## config.mk

```make
export PLATFORM = sky130hd
export DESIGN_NAME = dram_sched
export DESIGN_NICKNAME = d
export VERILOG_FILES = /design/src/rtl/dram_sched_pkg.sv /design/src/rtl/dram_sched_rom_ws.sv /design/src/rtl/dram_sched.sv
export SDC_FILE = /design/constraint.sdc
export NUM_CORES = 1
export LEC_CHECK = 0
export BUFFER_PORTS_ARGS = -buffer_cell sky130_fd_sc_hd__buf_2
export CORE_UTILIZATION = 51
export CTS_CLUSTER_SIZE = 20
export DETAILED_ROUTE_END_ITERATION = 12
export PLACE_DENSITY_LB_ADDON = 0.12
export SKIP_CTS_REPAIR_TIMING = 1
export SYNTH_ARGS = -nofsm -noshare
export SYNTH_HDL_FRONTEND = slang
export SYNTH_HIERARCHICAL = 1
export SYNTH_SLANG_ARGS = --single-unit
export TNS_END_PERCENT = 5
```

## constraint.sdc

```tcl
create_clock -name CLK -period 1.91 [get_ports CLK]
set_input_delay 0 -clock CLK [delete_from_list [all_inputs] [get_ports CLK]]
set_output_delay 0 -clock CLK [all_outputs]
set_load 0.005 [all_outputs]
```

## src/rtl/dram_sched_pkg.sv

```systemverilog
// Shared definitions for the FSB DRAM/ROM scheduler: FSM encoding, timing defaults
// and a small saturating-increment helper.
package dram_sched_pkg;

    typedef enum logic [2:0] {
        IDLE,
        ACC_ROW,
        ACC_COL,
        REF_CAS,
        REF_RAS,
        REF_HOLD,
        PRECH
    } dramState_e;

    localparam int TRP_DEFAULT   = 2;
    localparam int ROMWS_DEFAULT = 3;

    function automatic logic [2:0] satInc3(input logic [2:0] value);
        return (value == 3'd7) ? value : value + 3'd1;
    endfunction

endpackage

```

## src/rtl/dram_sched_rom_ws.sv

```systemverilog
// ROM wait-state counter: counts FSB cycles of a ROM bus cycle and raises ROMReady
// once ROMWS cycles have elapsed (immediately when ROMWS is zero).
module rom_ws
    import dram_sched_pkg::*;
#(
    parameter int ROMWS = ROMWS_DEFAULT
) (
    input  logic CLK,
    input  logic nRES,
    input  logic BACT,
    input  logic ROMCS,
    output logic ROMReady
);

    logic [2:0] waitCnt;
    logic       romCycle;

    assign romCycle = BACT & ROMCS;

    always_ff @(posedge CLK or negedge nRES) begin
        if (!nRES) begin
            waitCnt <= 3'd0;
        end else if (romCycle) begin
            waitCnt <= satInc3(waitCnt);
        end else begin
            waitCnt <= 3'd0;
        end
    end

    // Combinational so that a zero wait-state ROM answers in the first bus cycle.
    assign ROMReady = nRES & romCycle & (waitCnt >= 3'(ROMWS));

endmodule

```

## src/rtl/dram_sched.sv

```systemverilog
// DRAM access/refresh scheduler for the FSB: RAS/CAS sequencing, CAS-before-RAS
// refresh with precharge, plus the independent ROM output-enable and wait states.
module dram_sched
    import dram_sched_pkg::*;
#(
    parameter int TRP   = TRP_DEFAULT,
    parameter int ROMWS = ROMWS_DEFAULT
) (
    input  logic CLK,
    input  logic nRES,
    input  logic BACT,
    input  logic RAMCS,
    input  logic ROMCS,
    input  logic nWE,
    input  logic nUDS,
    input  logic nLDS,
    input  logic RefReq,
    input  logic RefUrg,
    output logic RefAck,
    output logic nRAS,
    output logic nCAS,
    output logic RASEL,
    output logic nOE,
    output logic nLWE,
    output logic nUWE,
    output logic RAMReady,
    output logic ROMReady,
    output logic nROMOE
);

    localparam logic [1:0] TRP_CNT = 2'(TRP);

    dramState_e state;
    logic [1:0] prechCnt;
    logic       ramReq;
    logic       refStart;
    logic       colOE;
    logic       colLWE;
    logic       colUWE;

    assign ramReq   = BACT & RAMCS;
    assign refStart = RefUrg | (RefReq & ~ramReq);

    assign colOE  = ~nWE;
    assign colLWE = nWE | nLDS;
    assign colUWE = nWE | nUDS;

    // Strobes are computed alongside the next state so they register with it.
    // prechCnt is preloaded at reset so IDLE also waits out a full precharge.
    always_ff @(posedge CLK or negedge nRES) begin
        if (!nRES) begin
            state    <= IDLE;
            prechCnt <= TRP_CNT;
            nRAS     <= 1'b1;
            nCAS     <= 1'b1;
            RASEL    <= 1'b0;
            nOE      <= 1'b1;
            nLWE     <= 1'b1;
            nUWE     <= 1'b1;
            RefAck   <= 1'b0;
            RAMReady <= 1'b0;
        end else begin
            nRAS     <= 1'b1;
            nCAS     <= 1'b1;
            RASEL    <= 1'b0;
            nOE      <= 1'b1;
            nLWE     <= 1'b1;
            nUWE     <= 1'b1;
            RefAck   <= 1'b0;
            RAMReady <= 1'b0;
            case (state)
                IDLE: begin
                    if (prechCnt != 2'd0) begin
                        prechCnt <= prechCnt - 2'd1;
                    end else if (refStart) begin
                        state  <= REF_CAS;
                        nCAS   <= 1'b0;
                        RefAck <= 1'b1;
                    end else if (ramReq) begin
                        state <= ACC_ROW;
                        nRAS  <= 1'b0;
                    end
                end
                ACC_ROW: begin
                    state    <= ACC_COL;
                    nRAS     <= 1'b0;
                    nCAS     <= 1'b0;
                    RASEL    <= 1'b1;
                    RAMReady <= 1'b1;
                    nOE      <= colOE;
                    nLWE     <= colLWE;
                    nUWE     <= colUWE;
                end
                ACC_COL: begin
                    if (BACT) begin
                        nRAS     <= 1'b0;
                        nCAS     <= 1'b0;
                        RASEL    <= 1'b1;
                        RAMReady <= 1'b1;
                        nOE      <= colOE;
                        nLWE     <= colLWE;
                        nUWE     <= colUWE;
                    end else begin
                        state    <= PRECH;
                        prechCnt <= TRP_CNT - 2'd1;
                    end
                end
                REF_CAS: begin
                    state <= REF_RAS;
                    nCAS  <= 1'b0;
                    nRAS  <= 1'b0;
                end
                REF_RAS: begin
                    state <= REF_HOLD;
                    nRAS  <= 1'b0;
                end
                REF_HOLD: begin
                    state    <= PRECH;
                    prechCnt <= TRP_CNT - 2'd1;
                end
                PRECH: begin
                    if (prechCnt == 2'd0) begin
                        state <= IDLE;
                    end else begin
                        prechCnt <= prechCnt - 2'd1;
                    end
                end
                default: begin
                    state    <= IDLE;
                    prechCnt <= TRP_CNT;
                end
            endcase
        end
    end

    assign nROMOE = ~(BACT & ROMCS & nWE);

    rom_ws #(
        .ROMWS(ROMWS)
    ) romWaitStates (
        .CLK     (CLK),
        .nRES    (nRES),
        .BACT    (BACT),
        .ROMCS   (ROMCS),
        .ROMReady(ROMReady)
    );

endmodule

```

== Yosys cells after proc, flatten, opt, wreduce, memory -nomap -nowiden ==
Index checks and enable logic that the tools add are counted.
Widths: inputs -> output; s select.
Storage, ports and cells
  input port bits: 10
  output and inout port bits: 10
  logic and storage cells: 78
  flip-flop bits (word level): 15
Operators by class
  eq/ne operators: 14
  magnitude comparators: 1
  reductions and logical operators: 7
  bitwise logic cells: 13
  $add $sub $neg: 2
  multiplexer cells: 31
Operators with widths (number)
  $mux 3: 7
  $pmux 3 s7: 1
  $mux 1: 13
  $eq 3x3->1 const B: 4
  $ne 2x2->1 const B: 6
  $pmux 2 s5: 1
  $pmux 1 s2: 4
  $reduce_and 4->1: 2
  $and 1x1->1: 6
  $eq 3x2->1 const B: 2
  $mux 2: 3
  $pmux 1 s3: 2
  $not 1->1: 4
  $add 3x1->3 const B: 1
  $eq 3x1->1 const B: 1
  $ge 3x2->1 const B: 1
  $logic_not 3->1: 1
  $ne 3x3->1 const B: 1
  $or 1x1->1: 3
  $reduce_or 3->1: 1
  $logic_not 2->1: 1
  $reduce_bool 2->1: 1
  $reduce_or 2->1: 1
  $sub 2x1->2 const B: 1

== Longest topological paths before layout ==
Gate-level depths: netlist (run 1).
  depth after elaboration: 7
  gate-level depth with buffers: 6
  gate-level depth less buffers: 6

== Modules after synthesis ==
Netlist (run 1), hierarchy kept.
Modules (own cells, without submodules)
  dram_sched: cells each 74, sequential area each 307.8 um^2, area each 694.4 um^2, times used 1
  rom_ws: cells each 16, sequential area each 75.1 um^2, area each 175.2 um^2, times used 1

== Worst setup path before layout (run 1) ==
No wires, ideal clock.
  path type: reg-to-reg
  start point: reg prechCnt[1]
  end point: reg state[2]
  arrival time: 1448 ps
  stages on the path, launching flop included: 7
  setup time: 122 ps
  path buffers: 0
  required time: 1788 ps
  setup slack: 340 ps
  clock period less this slack: 1570 ps
  cells stage by stage: dfstp_2 inv_1 ha_1 nor2b_1 nor4_1 a31oi_1 a32o_1
On the way
  cells in the longest elaborated chain, start to end: 3
  elaborated cells on any way between the ends: 5
  classes of those cells: eq/ne (2); reduce/logical (3)
Ends and longest elaborated chain
  from (decl): RTL line dram_sched.sv:34  | logic [1:0] prechCnt;
  from (signal assigned): RTL line dram_sched.sv:74  | prechCnt <= prechCnt - 2'd1;
  from (signal assigned): RTL line dram_sched.sv:105  | prechCnt <= TRP_CNT - 2'd1;
  from (signal assigned): RTL line dram_sched.sv:119  | prechCnt <= TRP_CNT - 2'd1;
  $logic_not 2->1 or $reduce_bool 2->1 (tied branches): RTL line dram_sched.sv:122, dram_sched.sv:73
  $ne 2x2->1 (no line)
  $reduce_and 4->1 (no line) (*)
  to (signal assigned): RTL line dram_sched.sv:118  | state <= PRECH;
  to (signal assigned): RTL line dram_sched.sv:123  | state <= IDLE;
  to (signal assigned): RTL line dram_sched.sv:129  | state <= IDLE;
  to (decl): RTL line dram_sched.sv:33  | dramState_e state;
Mark *: on every way between the ends. The rest lies on a longest branch, timed or not.
A chain may end at the register's enable or synchronous reset.

== Worst setup path after layout (run 1) ==
Same ends and word-level chain as after synthesis.

==> flow_metrics.tcl, run 1 <==
set metrics [dict create \
    run_status "finished, final reports clean" \
    crit_arrival_ns 1.89 \
    clkSlewWorstSetupHoldPaths_ns 0.08 \
    synth-simple-area-share 0.1971 \
    critPathLaunchType "flip-flop" \
    synth_top_cell_area_share 0.2590 \
    initial_drt_markers 8 \
    yosys.cell_count.top_type "sky130_fd_sc_hd__nor2_1" \
    timing_worst_setup_path_type "reg2reg" \
    cells_taking_the_most_area_after_synthesis "sky130_fd_sc_hd__dfrtp_1 26%, sky130_fd_sc_hd__dfstp_2 18%, sky130_fd_sc_hd__ha_1 7.2%" \
    max-vdd-ir-drop_mv 0.7597 \
    tritoncts "done" \
    count_of_antenna_violating_nets_left_after_detailed_routing 0 \
    synth-main-ff-cell "sky130_fd_sc_hd__dfrtp_1" \
    layout.filler_cells 123 \
    detailedPlace.worstSlack_ns 0.2247 \
    design.portCount 20 \
    max_cap_violations 0 \
    initial_utilization 0.5641 \
    cts-htree-levels 1 \
    unrepaired_setup_endpoints_after_global_routing "no" \
    root_buffer "sky130_fd_sc_hd__clkbuf_4" \
    layout.nets 129 \
    antenna_violations_before_repair 0 \
    cts_buffers 3 \
    number_of_hold_slack_violations_in_the_final_timing_report 0 \
    startpoint_of_the_worst_register_to_register_path "prechCnt[1]" \
    r2r_slack_ns 0.20 \
    r2r_end "state[2]" \
    vias 738 \
    die_area_mm2 0.001874 \
    detail_route.wl_per_cell_um 12.33 \
    grt_start_max_net_pins 17 \
    synthesis.area_per_instance_um2 9.662 \
    final-instance-count-excl-fill 129 \
    die_x_um 43.29 \
    grt_pass1_wl_um 2559 \
    setup_violations 0 \
    critical_path_required_ns 2.08 \
    rows 14 \
    worst_case_clock_skew_ns 0.0009769 \
    synth.cells.most_frequent "10 x sky130_fd_sc_hd__nor2_1, 9 x sky130_fd_sc_hd__dfrtp_1, 9 x sky130_fd_sc_hd__nand2_1" \
    synthXorXnorAreaFrac 0.02014 \
    endpoint_worst_hold "RefAck" \
    report.power.total_mw 1.392 \
    number_of_slew_limit_violations_in_the_final_report 0 \
    relSlewSlack 0.6746 \
    finalCriticalPeriod_ns 1.713 \
    count_of_mapped_cells_out_of_synthesis 90 \
    synthesis.yosys.warnings 6 \
    clkLatencyLatePin_ns 0.28 \
    r2r_cells 6 \
    cts_num_sinks 15 \
    first_pass_iteration_count_of_the_detailed_router 2 \
    clockBufferDepth 2 \
    timing.setup.tns_ns 0 \
    placeableCoreArea_mm2 0.001541 \
    timing.fmax_mhz 583.8 \
    combinational_family_with_the_most_area_after_synthesis "simple AND/OR/NAND/NOR gates" \
    synth_adder_area_share 0.08489 \
    power_density_mw_per_mm2 1370 \
    gp_congestion 0.8350 \
    holdWs_ns 0.03027 \
    mappedNetlistNets 105 \
    syn_area_um2 869.6 \
    hold_class "in2reg" \
    fraction_of_the_mapped_netlist_area_in_compound_gates 0.1626 \
    placed_cells_incl_taps 121 \
    detail_route.drc_violations 0 \
    leakage_dissipation_nw 0.4811 \
    final.setup.worst_slack_ns 0.1971 \
    synth-seq-area-share 0.4403 \
    post_dp_cell_area_um2 949.7 \
    critical_path_end_type "flip-flop" \
    dp.final_hpwl_um 1199 \
    synth.area.mux_share 0.02446 \
    peak_fanout_along_the_critical_path 7 \
    place.port_buffers 19 \
    synth_enable_flop_cells 0 \
    synthDistinctLibCells 38 \
    post_route_cells_drive_above_1_share 0.2743 \
    worst-slew-pin-transition_ns 0.4881 \
    area_grow_syn2layout_pct 16.83 \
    number_of_global_route_vias_before_repair 636 \
    min_from "RefUrg" \
    grt_overflow 0 \
    timing.hold.worst_path_depth 3 \
    route.final.wire_length_um 1591 \
    synthDominantAreaCellType "sky130_fd_sc_hd__dfrtp_1" \
    fin_util 0.6591 \
    routed_via_density 5.721 \
    synth.ff_latch_count 15 \
    async_flop_share 1.000 \
    vertical_extent_of_the_die_um 43.29 \
    finish.instance_area_mm2 0.001016 \
    final.period_utilization 0.8968 \
    global_routing_usage_summed_across_all_routing_layers 0.1841 \
    diodes 0 \
]
[state kept, by name, summed over array words and instances, names as in the netlist]
signal,flops
nRAS,1
nCAS,1
nLWE,1
romWaitStates/waitCnt,3
state,3
prechCnt,2
nUWE,1
RefAck,1
RAMReady,1
nOE,1
[placed cells by master (no fill, tap or decap), types with 2 or more instances in the layout]
cell type,n
sky130_fd_sc_hd__xor2_1,2
sky130_fd_sc_hd__nand2_1,9
sky130_fd_sc_hd__nor2b_1,3
sky130_fd_sc_hd__dfrtp_1,9
sky130_fd_sc_hd__clkbuf_4,3
sky130_fd_sc_hd__dlygate4sd3_1,4
sky130_fd_sc_hd__inv_1,6
sky130_fd_sc_hd__nor4_1,3
sky130_fd_sc_hd__a211oi_1,2
sky130_fd_sc_hd__o21ai_0,4
sky130_fd_sc_hd__a21oi_1,3
sky130_fd_sc_hd__or3_1,2
sky130_fd_sc_hd__dfstp_2,6
sky130_fd_sc_hd__ha_1,5
sky130_fd_sc_hd__nor2_1,10
sky130_fd_sc_hd__buf_2,19
[routing by layer]
layer  up-vias  GRT usage  wire [um]
li1        363          -          -
met3         2    0.02979         64
met4         0     0.1030         10
met1       357     0.2270        732
met5         -          0          0
met2        16     0.3015        782
[how the worst max path moves through the flow]
stage	endpoint	slack [ns]	startpoint
floorplan	state[2]	0.34	prechCnt[1]
global placement	state[2]	0.26	prechCnt[1]
detailed placement	state[2]	0.22	prechCnt[1]
CTS	state[2]	0.21	prechCnt[1]
global route	state[2]	0.03	prechCnt[1]
finish	state[2]	0.20	prechCnt[1]
[worst max-delay path: stages, from the launching register on]
cell and delay, ns:
sky130_fd_sc_hd__dfstp_2 0.53, sky130_fd_sc_hd__inv_1 0.04, sky130_fd_sc_hd__ha_1 0.25, sky130_fd_sc_hd__nor2b_1 0.18
sky130_fd_sc_hd__nor4_1 0.34, sky130_fd_sc_hd__a31oi_1 0.07, sky130_fd_sc_hd__a32o_1 0.21
[cell type report]
type,instances,area (um2),area share
repair buffers,23,135.1,0.1330
clock buffers,4,26.28,0.02586
flip-flops and latches,15,382.9,0.3768
inverters,7,26.28,0.02586
multi-input cells,64,425.4,0.4187
well taps,16,20.02,0.01970
[kinds of logic after synthesis]
logic type,after synthesis
AOI/OAI and AO/OA,20
DFF,15
adders and majority gates,6
buffers and inverters,11
muxes,2
and+or+nand+nor,34
xor gates and xnor gates,2
[power by group]
group / switching, mW / internal (mW) / total [mW] / leakage (nW)
Clock: 0.0946 / 0.0810 / 0.176 / 0.0150
Combinational: 0.310 / 0.327 / 0.637 / 0.286
Sequential: 0.134 / 0.446 / 0.579 / 0.180
Total: 0.538 / 0.854 / 1.39 / 0.481
Power figures use the tool's default switching activity.
==> run 2, diff against run 1 <==
- PLACE_DENSITY: default -> 0.86
- PLACE_DENSITY_LB_ADDON: 0.12 -> default
- REMOVE_ABC_BUFFERS: default -> 1
==> run 2 against run 1 <==
Non-clock buffer count unchanged. Combinational power up 2%. First-iteration DRC count up 110%. Maximum frequency down 0.19%. Critical path type unchanged. Critical endpoint unchanged. Largest cell class unchanged. Largest power group unchanged.
==> flow_metrics.tcl, run 2 (synthesis gave the netlist of run 1 again) <==
set metrics [dict create \
    detail_route.drc_violations 0 \
    gp_congestion 0.8733 \
    initial_drt_markers 17 \
    placed_cells_incl_taps 121 \
    number_of_slew_limit_violations_in_the_final_report 0 \
    r2r_cells 6 \
    leakage_dissipation_nw 0.4811 \
    post_route_cells_drive_above_1_share 0.2743 \
    critPathLaunchType "flip-flop" \
    dp.final_hpwl_um 1186 \
    finalCriticalPeriod_ns 1.716 \
    largest_registers "romWaitStates/waitCnt x3, state x3, prechCnt x2" \
    grt_overflow 0 \
    rows 14 \
    hold_class "in2reg" \
    die_area_mm2 0.001874 \
    routed_metal_1_wirelength_um 741 \
    count_of_antenna_violating_nets_left_after_detailed_routing 0 \
    design.portCount 20 \
    tritoncts "done" \
    grt_start_max_net_pins 17 \
    run_status "finished, final reports clean" \
    relSlewSlack 0.6909 \
    initial_utilization 0.5641 \
    power_density_mw_per_mm2 1386 \
    timing.fmax_mhz 582.7 \
    mostFrequentLayoutCells "19 x sky130_fd_sc_hd__buf_2, 10 x sky130_fd_sc_hd__nor2_1, 9 x sky130_fd_sc_hd__dfrtp_1, 9 x sky130_fd_sc_hd__nand2_1" \
    critical-path-max-stage-delay_ns 0.54 \
    detailroute.wirelength.met3_um 101 \
    number_of_hold_slack_violations_in_the_final_timing_report 0 \
    startpoint_of_the_worst_register_to_register_path "prechCnt[1]" \
    grt_pass1_wl_um 2718 \
    critical_path_end_type "flip-flop" \
    diodes 0 \
    top_layer "met4" \
    placeableCoreArea_mm2 0.001541 \
    critical_path_required_ns 2.09 \
    clockBufferDepth 2 \
    timing_worst_setup_path_type "reg2reg" \
    antenna_violations_before_repair 0 \
    first_pass_iteration_count_of_the_detailed_router 4 \
    dr_wl_met2_um 767 \
    unrepaired_setup_endpoints_after_global_routing "no" \
    clkSlewWorstSetupHoldPaths_ns 0.09 \
    setup_violations 0 \
    place.port_buffers 19 \
    worst_setup_path_startpoint "prechCnt[1]" \
    peak_fanout_along_the_critical_path 7 \
    max-vdd-ir-drop_mv 0.7658 \
    holdWs_ns 0.02025 \
    root_buffer "sky130_fd_sc_hd__clkbuf_4" \
    worst_case_clock_skew_ns 0.005831 \
    final.period_utilization 0.8985 \
    area_grow_syn2layout_pct 16.83 \
    number_of_global_route_vias_before_repair 675 \
    crit_path_top_delay_cell "sky130_fd_sc_hd__dfstp_2" \
    clkLatencyLatePin_ns 0.29 \
    layout_commonest_cell "sky130_fd_sc_hd__buf_2" \
    detailedPlace.worstSlack_ns 0.2231 \
    routed_via_density 5.744 \
    die_x_um 43.29 \
    timing.hold.worst_path_depth 3 \
    cts_num_sinks 15 \
    detail_route.wl_per_cell_um 12.71 \
    cts-htree-levels 1 \
    cts_buffers 3 \
    vias 741 \
    final.setup.worst_slack_ns 0.1938 \
    route.final.wire_length_um 1640 \
    layout.nets 129 \
    max_cap_violations 0 \
    crit_arrival_ns 1.89 \
    timing.setup.tns_ns 0 \
    global_routing_usage_summed_across_all_routing_layers 0.1963 \
    final-instance-count-excl-fill 129 \
    vertical_extent_of_the_die_um 43.29 \
    min_from "RefUrg" \
    worst-slew-pin-transition_ns 0.4637 \
    crit_chain "inv_1, ha_1, nor2b_1, nor4_1, a31oi_1, a32o_1" \
]
run 2: report_power, final:
part	internal [mW]	switching [mW]
sequential	0.446	0.131
clock	0.0812	0.0991
combinational	0.326	0.324
total	0.854	0.554
run 2: final timing paths:
kind	end	slack (ns)
setup reg to reg	state[2]	0.19
setup / recovery	state[2]	0.19
min in group asynchronous	romWaitStates/waitCnt[2]	0.13
hold / removal	RefAck	0.02
max in group asynchronous	nUWE	1.48
hold reg to reg	romWaitStates/waitCnt[1]	0.58
run 2: stage by stage:
stage	utilization	total power [mW]	area, um2
2_1_floorplan	-	1.034	834.6
3_3_place_gp	0.6161	1.191	949.7
3_5_place_dp	0.6161	1.215	949.7
4_1_cts	0.6331	1.402	975.9
5_1_grt	0.6591	1.526	1016
6_report	0.6591	1.408	1016
run 2: worst max-delay path, delay by kind of cell (launching register included):
family / cells / cell delay (ns)
AOI/OAI and AO/OA: 2 / 0.28
adders and majority gates: 1 / 0.25
buffers and inverters: 1 / 0.04
DFF: 1 / 0.54
and+or+nand+nor: 2 / 0.50
run 2: area by class of cell:
class	instances	area (um2)
well taps	16	20.02
repair buffers	23	135.1
fillers	132	525.5
inverters	7	26.28
multi-input cells	64	425.4
clock buffers	4	26.28
flip-flops and latches	15	382.9
run 2: routing by layer:
metal / vias to the layer above / GRT usage
met2: 31 / 0.3104
met4: 0 / 0.09697
li1: 362 / -
met1: 346 / 0.2507
met5: - / 0
met3: 2 / 0.04255
